**config.mk**
```make
export PLATFORM = sky130hd
export DESIGN_NAME = mem_bus_arbiter
export DESIGN_NICKNAME = d
export VERILOG_FILES = /design/src/rtl/mem_bus_arbiter.sv
export SDC_FILE = /design/constraint.sdc
export NUM_CORES = 1
export LEC_CHECK = 0
export CAP_MARGIN = 30
export CORE_ASPECT_RATIO = 0.7
export CORE_MARGIN = 2
export CORE_UTILIZATION = 37
export CTS_CLUSTER_DIAMETER = 120
export DETAILED_ROUTE_END_ITERATION = 8
export GPL_TIMING_DRIVEN = 0
export PLACE_DENSITY = 0.76
export SYNTH_ARGS = -nofsm -noshare
export SYNTH_HDL_FRONTEND = slang
export SYNTH_SLANG_ARGS = --single-unit
```
**constraint.sdc**
```tcl
create_clock -name clk -period 1.2 [get_ports clk]
set_input_delay 0.24 -clock clk [delete_from_list [all_inputs] [get_ports clk]]
set_output_delay 0.24 -clock clk [all_outputs]
set_load 0.005 [all_outputs]
```
**src/rtl/mem_bus_arbiter.sv**
```systemverilog
// Round-robin arbiter sharing one single-port RAM between instruction fetch
// and the MEM stage, with a programmable number of wait states per access.
module mem_bus_arbiter #(
    parameter int ADDR_W      = 32,
    parameter int DATA_W      = 32,
    parameter int WAIT_CYCLES = 1
) (
    input  logic              clk,
    input  logic              rst,
    input  logic              if_req_i,
    input  logic [ADDR_W-1:0] if_addr_i,
    output logic [DATA_W-1:0] if_rdata_o,
    output logic              if_ack_o,
    input  logic              mem_req_i,
    input  logic              mem_we_i,
    input  logic [ADDR_W-1:0] mem_addr_i,
    input  logic [DATA_W-1:0] mem_wdata_i,
    output logic [DATA_W-1:0] mem_rdata_o,
    output logic              mem_ack_o,
    output logic              bus_ce_o,
    output logic              bus_we_o,
    output logic [ADDR_W-1:0] bus_addr_o,
    output logic [DATA_W-1:0] bus_wdata_o,
    input  logic [DATA_W-1:0] bus_rdata_i,
    output logic              stall_req_o
);

    localparam int CNT_W = (WAIT_CYCLES > 0) ? $clog2(WAIT_CYCLES + 1) : 1;
    localparam logic [CNT_W-1:0] CNT_LOAD = CNT_W'(WAIT_CYCLES);

    typedef enum logic [1:0] {
        IDLE   = 2'd0,
        ACCESS = 2'd1,
        RESP   = 2'd2
    } state_t;

    state_t            state, state_nxt;
    logic [CNT_W-1:0]  cnt, cnt_nxt;
    // last_grant doubles as the owner of the access in flight: 0 = IF, 1 = MEM
    logic              last_grant, last_grant_nxt;
    logic              grant_mem;

    logic              bus_ce_nxt;
    logic              bus_we_nxt;
    logic [ADDR_W-1:0] bus_addr_nxt;
    logic [DATA_W-1:0] bus_wdata_nxt;
    logic [DATA_W-1:0] if_rdata_nxt;
    logic [DATA_W-1:0] mem_rdata_nxt;
    logic              if_ack_nxt;
    logic              mem_ack_nxt;

    // On a tie MEM wins unless it was the previous owner.
    assign grant_mem = mem_req_i & (~if_req_i | ~last_grant);

    always_comb begin
        state_nxt      = state;
        cnt_nxt        = cnt;
        last_grant_nxt = last_grant;
        bus_ce_nxt     = 1'b0;
        bus_we_nxt     = 1'b0;
        bus_addr_nxt   = bus_addr_o;
        bus_wdata_nxt  = bus_wdata_o;
        if_rdata_nxt   = if_rdata_o;
        mem_rdata_nxt  = mem_rdata_o;
        if_ack_nxt     = 1'b0;
        mem_ack_nxt    = 1'b0;

        case (state)
            IDLE: begin
                if (if_req_i || mem_req_i) begin
                    state_nxt      = ACCESS;
                    cnt_nxt        = CNT_LOAD;
                    last_grant_nxt = grant_mem;
                    bus_ce_nxt     = 1'b1;
                    if (grant_mem) begin
                        bus_we_nxt    = mem_we_i;
                        bus_addr_nxt  = mem_addr_i;
                        bus_wdata_nxt = mem_wdata_i;
                    end else begin
                        bus_we_nxt    = 1'b0;
                        bus_addr_nxt  = if_addr_i;
                        bus_wdata_nxt = '0;
                    end
                end
            end

            ACCESS: begin
                bus_ce_nxt = 1'b1;
                bus_we_nxt = bus_we_o;
                if (cnt != '0) begin
                    cnt_nxt = cnt - 1'b1;
                end else begin
                    state_nxt  = RESP;
                    bus_ce_nxt = 1'b0;
                    bus_we_nxt = 1'b0;
                    if (!bus_we_o) begin
                        if (last_grant) begin
                            mem_rdata_nxt = bus_rdata_i;
                        end else begin
                            if_rdata_nxt = bus_rdata_i;
                        end
                    end
                    if_ack_nxt  = ~last_grant;
                    mem_ack_nxt = last_grant;
                end
            end

            // Requests are deliberately ignored here: a requester may still be
            // dropping its request on this edge.
            RESP: begin
                state_nxt = IDLE;
            end

            default: begin
                state_nxt = IDLE;
            end
        endcase
    end

    always_ff @(posedge clk) begin
        if (rst) begin
            state       <= IDLE;
            cnt         <= '0;
            last_grant  <= 1'b0;
            bus_ce_o    <= 1'b0;
            bus_we_o    <= 1'b0;
            bus_addr_o  <= '0;
            bus_wdata_o <= '0;
            if_rdata_o  <= '0;
            mem_rdata_o <= '0;
            if_ack_o    <= 1'b0;
            mem_ack_o   <= 1'b0;
        end else begin
            state       <= state_nxt;
            cnt         <= cnt_nxt;
            last_grant  <= last_grant_nxt;
            bus_ce_o    <= bus_ce_nxt;
            bus_we_o    <= bus_we_nxt;
            bus_addr_o  <= bus_addr_nxt;
            bus_wdata_o <= bus_wdata_nxt;
            if_rdata_o  <= if_rdata_nxt;
            mem_rdata_o <= mem_rdata_nxt;
            if_ack_o    <= if_ack_nxt;
            mem_ack_o   <= mem_ack_nxt;
        end
    end

    // Low in the ack cycle so the pipeline advances on that edge.
    assign stall_req_o = (if_req_i & ~if_ack_o) | (mem_req_i & ~mem_ack_o);

endmodule

```
==> results of run 1 <==
==> final cells by class <==
class	instances	area (um^2)
multi-input combinational	414	3060
clock inverter	13	192.7
clock buffer	19	432.9
sequential	136	2877
fill	1278	5159
inverter	3	11.26
timing repair buffer	330	2736
tap	200	250.2
buffer	57	590.6
==> report_power, final <==
part,internal [mW],switching [mW],leakage (nW)
combinational,1.73,1.39,2.90
clock,3.51,2.09,0.299
sequential,4.90,0.199,1.16
==> registers in the layout (all words and copies together) (netlist names) <==
name         count
bus_wdata_o     32
cnt              1
state            2
bus_ce_o         1
if_ack_o         1
bus_addr_o      32
last_grant       1
mem_rdata_o     32
bus_we_o         1
mem_ack_o        1
if_rdata_o      32
==> cell usage after synthesis (3+ instances only) <==
| master | instances |
|---|---|
| dfxtp_1 | 136 |
| nand2b_1 | 97 |
| a21oi_1 | 67 |
| nand2_1 | 65 |
| mux2i_1 | 64 |
| o21ai_0 | 33 |
| nand4_1 | 32 |
| a311oi_1 | 31 |
| clkbuf_1 | 29 |
| buf_2 | 15 |
| buf_6 | 10 |
| buf_4 | 7 |
| nand3_1 | 4 |
| nor2_1 | 4 |
| inv_1 | 3 |
==> path summary, 6_finish.rpt <==
path	from	endpoint	slack, ns	cells after the start
setup / recovery	state[0]$_SDFFE_PP0P_	bus_wdata_o[3]$_SDFFE_PP0P_	-0.09	5
setup reg to reg	state[0]$_SDFFE_PP0P_	bus_wdata_o[3]$_SDFFE_PP0P_	-0.09	5
hold / removal	mem_req_i	bus_wdata_o[31]$_SDFFE_PP0P_	0.37	4
hold reg to reg	bus_wdata_o[2]$_SDFFE_PP0P_	bus_wdata_o[2]$_SDFFE_PP0P_	0.45	2
==> routing by layer <==
layer	up-vias	global-route usage, %	share of wire, %
li1	2865	-	-
met1	2862	31.28	45
met2	230	37.54	46
met3	30	7.655	7.3
met4	0	7.275	1.7
met5	-	0	0
==> critical path, cell delays in order (launching register included) <==
cell	delay, ns
dfxtp_4	0.36
or2_4	0.28
buf_12	0.16
clkbuf_16	0.17
o21ai_4	0.13
a21oi_2	0.06
==> kinds of logic after synthesis <==
kind of cell / Yosys count / synth area share, %
compound gates: 136 / 14.57
buf+inv: 64 / 6.292
flops: 136 / 47.54
mux: 64 / 11.19
simple gates: 214 / 20.41
==> what timing repair did <==
action | 4_1_cts | 5_1_grt
gates cloned | 7 | 5
setup endpoints to repair | 249 | 225
pin swaps | 14 | 47
gates resized for setup | 577 | 190
buffers inserted | 34 | 20
==> metrics by stage <==
| step | worst slack, ns | instances |
|---|---|---|
| 4_1_cts | -0.1131 | 1149 |
| 3_3_place_gp | -1.083 | 1078 |
| 5_1_grt | -0.1694 | 1172 |
| 3_5_place_dp | -1.133 | 1078 |
| 2_1_floorplan | -0.05622 | 614 |
| 6_report | -0.09201 | 1172 |
==> metrics.md, run 1 <==
| Metric | Value |
|---|---|
| Status | finished with violations |
| Failing checks | negative setup slack |
| Syn_area_per_cell | 9.327 um^2 |
| Clock Sinks | 136 |
| Antenna Nets Post-Route | 0 |
| Placed cell area | 8728 um^2 |
| Setup Viol. Count Final | 124 |
| Cell taking the most area after synthesis | dfxtp_1 |
| Syn Inst Count | 614 |
| Crit path kind | register to register |
| Iteration-0 DRC count of the detailed router | 346 |
| Total Neg Setup Slack | -5.785 ns |
| Leakage | 4.357 nW |
| Die height | 108.1 um |
| H-tree depth | 4 |
| Hold Slack | 0.3652 ns |
| Total power | 13.83 mW |
| Total congestion overflow | 0 |
| Post-CTS Hold Buffers | 0 |
| Post-synthesis sequential area ratio | 47.54% |
| Root Driver | clkbuf_16 |
| Power Dens Cells | 1362 nW/um^2 |
| I/O Buffers | 264 |
| Final core occ | 66.30% |
| Crit start category | register |
| Clk Latency, worst-skew pair | 0.41 ns |
| HPWL after DPL | 13930 um |
| Routed vias | 5987 |
| Post-synth EDFFs | 0 |
| Fin crit share | 107.7% |
| Top FF cell, synth | dfxtp_1 |
| Num CTS Buffers | 17 |
| Asr flop ratio synth | 0% |
| CTS tree | yes |
| Final setup skew | 0.01676 ns |
| Unique masters post-synth | 29 |
| Area delta synth->final | 77.26% |
| WL/cell | 18.04 um |
| Initial Util | 37.41% |
| # diodes | 0 |
| Worst min path class | primary input to register |
| Largest net degree at the start of global routing | 20 |
| Reg clk slew, reported paths | 0.06 ns |
| Most frequent cells in the layout | 129 x clkdlybuf4s50_1, 117 x dfxtp_2, 96 x nand2b_1 |
| Core Region | 15310 um^2 |
| DRT Pass-1 Iters | 4 |
| Mapped Nets | 747 |
| Vias in the first global route | 5700 |
| Worst setup margin | -0.09201 ns |
| IO Pins | 266 |
| Most common cell after layout, fill and taps aside | clkdlybuf4s50_1 |
| Synth warnings | 0 |
| Post-Syn Area | 5727 um^2 |
| Max clock buf depth | 2 |
| Synth top area cells | dfxtp_1 48%, mux2i_1 11%, nand2b_1 11%, a21oi_1 5.9%, a311oi_1 4.7% |
| Die ar. | 16500 um^2 |
| RSZ-0062 raised after global routing | yes |
| Final Cell Area | 10150 um^2 |
| CP max FO | 8 |
| VDD IR-drop max | 0.8410 mV |
| Vias/cell | 5.108 |
| First-pass GRT wire length | 31220 um |
| Crit end category | register |
| Die width | 152.7 um |
| Wirelength, routed | 21140 um |
| Fmax | 0.7740 GHz |
| Synth top area share | 47.54% |
| Critical Path RT | 1.47 ns |
| Rows | 38 |
| Share of cells above drive strength 1 | 48.87% |
| Slew Limit Fails | 0 |
| Min Tclk post-route | 1.292 ns |
| Slew Limit Headroom | 58.01% |
| Max cap viols | 0 |
| DRC viols | 0 |
| Final hold vios | 0 |
| Crit path DAT | 1.57 ns |
| Nets | 1092 |
| Measured slew at the worst slew-check pin | 0.6299 ns |
| GRT Total Usage | 23.79% |
| Antenna violations before repair | 0 |
| Synthesized flop and latch total | 136 |
| Placer Congestion | 0.8247 |
No activity file was read; power rests on OpenSTA's default activity.
==> run 2, diff against run 1 <==
- CAP_MARGIN: 30 -> 20
- CELL_PAD_IN_SITES_DETAIL_PLACEMENT: unset -> 1
- CELL_PAD_IN_SITES_GLOBAL_PLACEMENT: unset -> 2
- CORE_UTILIZATION: 37 -> 21
- PLACE_DENSITY: 0.76 -> unset
- PLACE_DENSITY_LB_ADDON: unset -> 0.1
- REMOVE_ABC_BUFFERS: unset -> 1
==> run 2 against run 1 <==
Compared with the run above:
- the flow still finishes with violations (negative setup slack)
- register-to-register slack got worse by 0.26 ns
- critical path type unchanged
- fmax down 17%
- largest power group unchanged
- power shrank 1.8%
- global-route usage shrank 6.7 points
- largest cell class is now multi-input gates
- cell count is 12% higher
- critical endpoint is now bus_addr_o[8]$_SDFFE_PP0P_
- sequential power barely moved
- sequential share of layout area down 0.17 points
- clock skew decreased by 0.0095 ns
- hold slack worse by 0.11 ns
- via count fell by 1.7%
- first-iteration DRC count shrank 62%
- worst setup slack worse by 0.26 ns
==> metrics.md, run 2 (synthesized netlist as in run 1, its figures left out) <==
| Metric | Value |
|---|---|
| Status | finished with violations |
| Failing checks | negative setup slack |
| Total congestion overflow | 0 |
| Fin cells | 1310 |
| GRT Total Usage | 17.07% |
| Antenna Nets Post-Route | 0 |
| CP max stage cell | dfxtp_4 |
| CP max FO | 8 |
| Most frequent cells in the layout | 129 x clkdlybuf4s50_1, 128 x buf_2, 104 x dfxtp_2 |
| Crit path DAT | 1.88 ns |
| Worst setup margin | -0.3543 ns |
| Worst setup path endpoint | bus_addr_o[8]$_SDFFE_PP0P_ |
| Final hold vios | 0 |
| Routed vias | 5885 |
| I/O Buffers | 265 |
| DRC viols | 0 |
| Most common cell after layout, fill and taps aside | clkdlybuf4s50_1 |
| Worst path top cell family by delay | buffers and inverters |
| Max clock buf depth | 2 |
| Crit path kind | register to register |
| Nets | 1066 |
| Leakage | 4.302 nW |
| Slew Limit Headroom | 60.77% |
| Comb power frac | 24.3% |
| Worst reg2reg path depth | 8 |
| IO Pins | 266 |
| H-tree depth | 4 |
| Largest net degree at the start of global routing | 98 |
| Clock Sinks | 136 |
| HPWL after DPL | 14790 um |
| Crit start category | register |
| Placed insts | 1191 |
| Final setup skew | 0.007233 ns |
| VDD IR-drop max | 0.9251 mV |
| Reg-to-reg slack, setup | -0.35 ns |
| Vias/cell | 4.492 |
| Internal | 9.744 mW |
| Slowest stage delay, CP | 0.35 ns |
| Root Driver | clkbuf_16 |
| Post-CTS Hold Buffers | 0 |
| Measured slew at the worst slew-check pin | 0.5885 ns |
| Placer Congestion | 0.7300 |
| Die width | 201.4 um |
| Share of cells above drive strength 1 | 46.83% |
| Antenna violations before repair | 0 |
| Die ar. | 28630 um^2 |
| Fmax | 0.6434 GHz |
| CTS tree | yes |
| Iteration-0 DRC count of the detailed router | 131 |
| CP bufs+invs | 5 |
| Clk Latency, worst-skew pair | 0.43 ns |
| RR Startpoint | state[1]$_SDFFE_PP0P_ |
| Wirelength, routed | 25950 um |
| Final core occ | 38.03% |
| Crit path depth | 8 |
| Max cap viols | 0 |
| Vias in the first global route | 6360 |
| Crit path launch | state[1]$_SDFFE_PP0P_ |
| P_sw | 3.831 mW |
| DRT Pass-1 Iters | 4 |
| Hold Path Cell Cnt | 3 |
| Number of fill cells | 3096 |
| Total Neg Setup Slack | -26.50 ns |
| Slew Limit Fails | 0 |
| Reg clk slew, reported paths | 0.06 ns |
| Core Region | 26780 um^2 |
| Rows | 50 |
| Power Dens Cells | 1333 nW/um^2 |
| Setup Viol. Count Final | 134 |
| # diodes | 0 |
| Reg power frac | 37.8% |
| WL/cell | 19.81 um |
| Clk pwr share | 38.0% |
| Num CTS Buffers | 17 |
| Fin crit share | 129.5% |
| Critical Path RT | 1.53 ns |
| Min Tclk post-route | 1.554 ns |
| R2R Path End | bus_addr_o[8]$_SDFFE_PP0P_ |
| RSZ-0062 raised after global routing | yes |
| Initial Util | 21.39% |
| Worst path cell trace | buf_6, buf_6, nor2_4, buf_12, buf_12, buf_4, a21oi_2, a311oi_2 |
| First-pass GRT wire length | 37450 um |
| Switching part of the total | 28.22% |
| Worst min path class | primary input to register |
| Area delta synth->final | 77.80% |
| Crit end category | register |
| Die height | 142.2 um |
==> run 2: changes by cell type in the layout (fill, tap and decap cells not counted), moves of 7 or more <==
cell	previous run	this run
clkbuf_2	45	0
dfxtp_1	17	28
o21ai_2	23	10
clkdlybuf4s15_2	8	1
nand2_1	55	64
a21oi_1	48	37
buf_2	89	128
clkbuf_1	17	4
o21ai_1	2	17
dfxtp_2	117	104
==> run 2: power by group through the flow <==
stage	combinational (mW)	sequential, mW	clock, mW
global placement	2.39	5.12	0
global route	3.54	5.17	5.53
detailed placement	2.45	5.14	0
CTS	2.73	5.09	5.32
finish	3.29	5.13	5.16
floorplan	0.851	5.14	0
==> run 2: cell type report <==
cell class | count | area [um^2] | share of cell area [%]
clock inverters | 7 | 67.56 | 0.6636
flip-flops and latches | 136 | 2868 | 28.16
multi-input cells | 423 | 3158 | 31.01
inverters | 3 | 11.26 | 0.1106
well taps | 364 | 455.4 | 4.473
repair buffers | 352 | 3127 | 30.71
clock buffers | 25 | 495.5 | 4.866
==> run 2: metal layers <==
layer	share of wire, %	track usage, %	wire length [um]	up-vias
met3	8.0	6.983	2067	18
met4	0.84	3.599	219	0
met2	46	28.42	12000	171
met1	45	20.76	11660	2892
met5	0	0	0	-
li1	-	-	-	2804
==> run 2: per-stage QoR <==
| stage | area, um^2 | worst slack (ns) | hold slack (ns) | power (mW) |
|---|---|---|---|---|
| detailed placement | 8640 | -1.624 | 0.4610 | 7.583 |
| finish | 10180 | -0.3543 | 0.2528 | 13.58 |
| floorplan | 5378 | -2.050 | 0.3079 | 5.987 |
| global placement | 8486 | -3.980 | 0.4564 | 7.506 |
| global route | 10180 | -0.4233 | 0.2601 | 14.24 |
| CTS | 9477 | -0.3874 | 0.2056 | 13.13 |
==> run 2: worst min path at each step <==
stage / startpoint / end / slack [ns]
floorplan: rst / bus_addr_o[2]$_SDFFE_PP0P_ / 0.31
detailed placement: if_rdata_o[16]$_SDFFE_PP0P_ / if_rdata_o[16]$_SDFFE_PP0P_ / 0.46
global route: mem_req_i / bus_wdata_o[4]$_SDFFE_PP0P_ / 0.26
finish: mem_req_i / bus_wdata_o[28]$_SDFFE_PP0P_ / 0.25
CTS: mem_req_i / bus_wdata_o[10]$_SDFFE_PP0P_ / 0.21
global placement: bus_wdata_o[8]$_SDFFE_PP0P_ / bus_wdata_o[8]$_SDFFE_PP0P_ / 0.46
==> run 2: what timing repair did <==
item	4_1_cts	5_1_grt
setup buffers	50	23
pin swaps	17	99
cloned	10	9
resized for setup	719	104
endpoints found under the setup margin	266	139
==> run 2: worst min-delay path, delay by kind of cell <==
family	cells	cell delay, ns
and+or+nand+nor	1	0.12
buffers and inverters	1	0.22
AOI/OAI and AO/OA	1	0.05
==> run 3, diff against run 2 <==
- TNS_END_PERCENT: unset -> 50
==> run 3 against run 2 <==
Compared with the run above:
- the flow still finishes with violations (negative setup slack)
- clock-buffer cell count is the same
- clock skew shrank 0.0021 ns
- worst setup slack gained 0.070 ns
- global-route usage shrank 0.14 points
- power shrank 2.5%
- hold slack lost 0.068 ns
- sequential share of layout area grew 0.57 points
- critical endpoint is now bus_addr_o[11]$_SDFFE_PP0P_
==> metrics.md, run 3 (synthesized netlist as in run 1, its figures left out) <==
| Metric | Value |
|---|---|
| Hold Slack | 0.1847 ns |
| Placed cell area | 8640 um^2 |
| WL/cell | 19.57 um |
| Worst min path class | primary input to register |
| Final setup skew | 0.005126 ns |
| Critical Path Most Common Cell | buf_6 |
| Max clock buf depth | 2 |
| RSZ-0062 raised after global routing | yes |
| Core Region | 26780 um^2 |
| Fmax | 0.6738 GHz |
| Num CTS Buffers | 17 |
| Leakage | 4.450 nW |
| Top Metal Used | met4 |
| DRC viols | 0 |
| Clk Latency, worst-skew pair | 0.42 ns |
| Min-delay src | mem_req_i |
| GRT Total Usage | 16.93% |
| # diodes | 0 |
| Setup Viol. Count Final | 134 |
| I/O Buffers | 265 |
| Die ar. | 28630 um^2 |
| H-tree depth | 4 |
| Clock Sinks | 136 |
| Slew Limit Headroom | 62.54% |
| Power Dens Cells | 1343 nW/um^2 |
| Crit end category | register |
| IO Pins | 266 |
| Vias in the first global route | 6259 |
| Reg clk slew, reported paths | 0.06 ns |
| Final hold vios | 0 |
| Failing checks | negative setup slack |
| Critical Path RT | 1.52 ns |
| Iteration-0 DRC count of the detailed router | 131 |
| Die width | 201.4 um |
| Total congestion overflow | 0 |
| CTS tree | yes |
| Worst setup margin | -0.2842 ns |
| Largest net degree at the start of global routing | 98 |
| Total power | 13.24 mW |
| Total Neg Setup Slack | -23.50 ns |
| VDD IR-drop max | 0.9283 mV |
| Final Cell Area | 9859 um^2 |
| Measured slew at the worst slew-check pin | 0.5619 ns |
| WL met3 | 1924 um |
| Antenna Nets Post-Route | 0 |
| Placer Congestion | 0.7300 |
| Initial Util | 21.39% |
| Fin crit share | 123.7% |
| Vias/cell | 4.471 |
| Antenna violations before repair | 0 |
| Crit path launch | state[1]$_SDFFE_PP0P_ |
| Post-CTS Hold Buffers | 0 |
| Final core occ | 36.82% |
| DR WL met2 | 11650 um |
| Met1 Wirelength | 11310 um |
| Area delta synth->final | 72.17% |
| RR Startpoint | state[1]$_SDFFE_PP0P_ |
| CP max stage cell | dfxtp_4 |
| Nets | 1036 |
| Root Driver | clkbuf_16 |
| Most common cell after layout, fill and taps aside | clkdlybuf4s50_1 |
| CP max FO | 15 |
| HPWL after DPL | 14790 um |
| Crit start category | register |
| Die height | 142.2 um |
| Wirelength, routed | 25050 um |
| Crit path kind | register to register |
| Status | finished with violations |
| Share of cells above drive strength 1 | 36.68% |
| Worst path cell trace | buf_6, buf_6, nor2_4, buf_12, clkbuf_16, a21oi_1, a311oi_1 |
| DRT Pass-1 Iters | 5 |
| Most frequent cells in the layout | 129 x clkdlybuf4s50_1, 96 x nand2b_1, 96 x buf_2 |
| Crit path DAT | 1.80 ns |
| Max cap viols | 0 |
| Slowest stage delay, CP | 0.35 ns |
| Routed vias | 5723 |
| First-pass GRT wire length | 37120 um |
| Rows | 50 |
| Min Tclk post-route | 1.484 ns |
| Slew Limit Fails | 0 |
-- run 3: changes by cell type in the layout (fill, tap and decap cells not counted), sizes merged --
cell / before / now
or2: 6 / 5
dlymetal6s2s: 0 / 25
buf: 214 / 156
clkbuf: 33 / 37
-- run 3: repair_timing --
item | 4_1_cts | 5_1_grt
setup buffers | 30 | 15
setup endpoints to repair | 266 | 172
gates resized for setup | 544 | 119
pin swaps | 15 | 67
cloned | 10 | 4
-- run 3: stage by stage --
step | setup WS (ns) | cells
floorplan | -2.050 | 553
global placement | -3.980 | 1182
detailed placement | -1.624 | 1191
CTS | -0.3874 | 1263
global route | -0.3836 | 1280
finish | -0.2842 | 1280
-- run 3: layer usage --
layer	vias to the layer above	GRT usage, %
met4	0	3.599
met1	2810	20.74
met3	15	6.937
met2	156	27.99
li1	2742	-
met5	-	0
-- run 3: worst max-delay path: cells and delay by family (launching register included) --
family                 cells  cell delay (ns)
AOI/OAI and AO/OA          2             0.31
and+or+nand+nor            1             0.16
buffers and inverters      4             0.56
DFF                        1             0.35
-- run 3: cell type report --
type | instances | area (um^2)
clock inverter | 7 | 67.56
timing repair buffer | 323 | 3015
fill | 3091 | 16920
inverter | 3 | 11.26
multi-input combinational | 422 | 2982
clock buffer | 25 | 495.5
sequential | 136 | 2833
tap | 364 | 455.4
-- run 3: where the power goes --
group | total (mW) | switching, mW | internal (mW)
clock network | 5.13 | 2.07 | 3.06
registers | 5.10 | 0.219 | 4.88
logic | 3.00 | 1.38 | 1.62
total | 13.2 | 3.67 | 9.57
-- run 3: final timing paths --
check	end	slack, ns	cells past startpoint
worst max-delay path	bus_addr_o[11]$_SDFFE_PP0P_	-0.28	7
worst min-delay path	bus_wdata_o[10]$_SDFFE_PP0P_	0.18	3
worst max register to register	bus_addr_o[11]$_SDFFE_PP0P_	-0.28	7
worst min register to register	bus_wdata_o[6]$_SDFFE_PP0P_	0.46	2
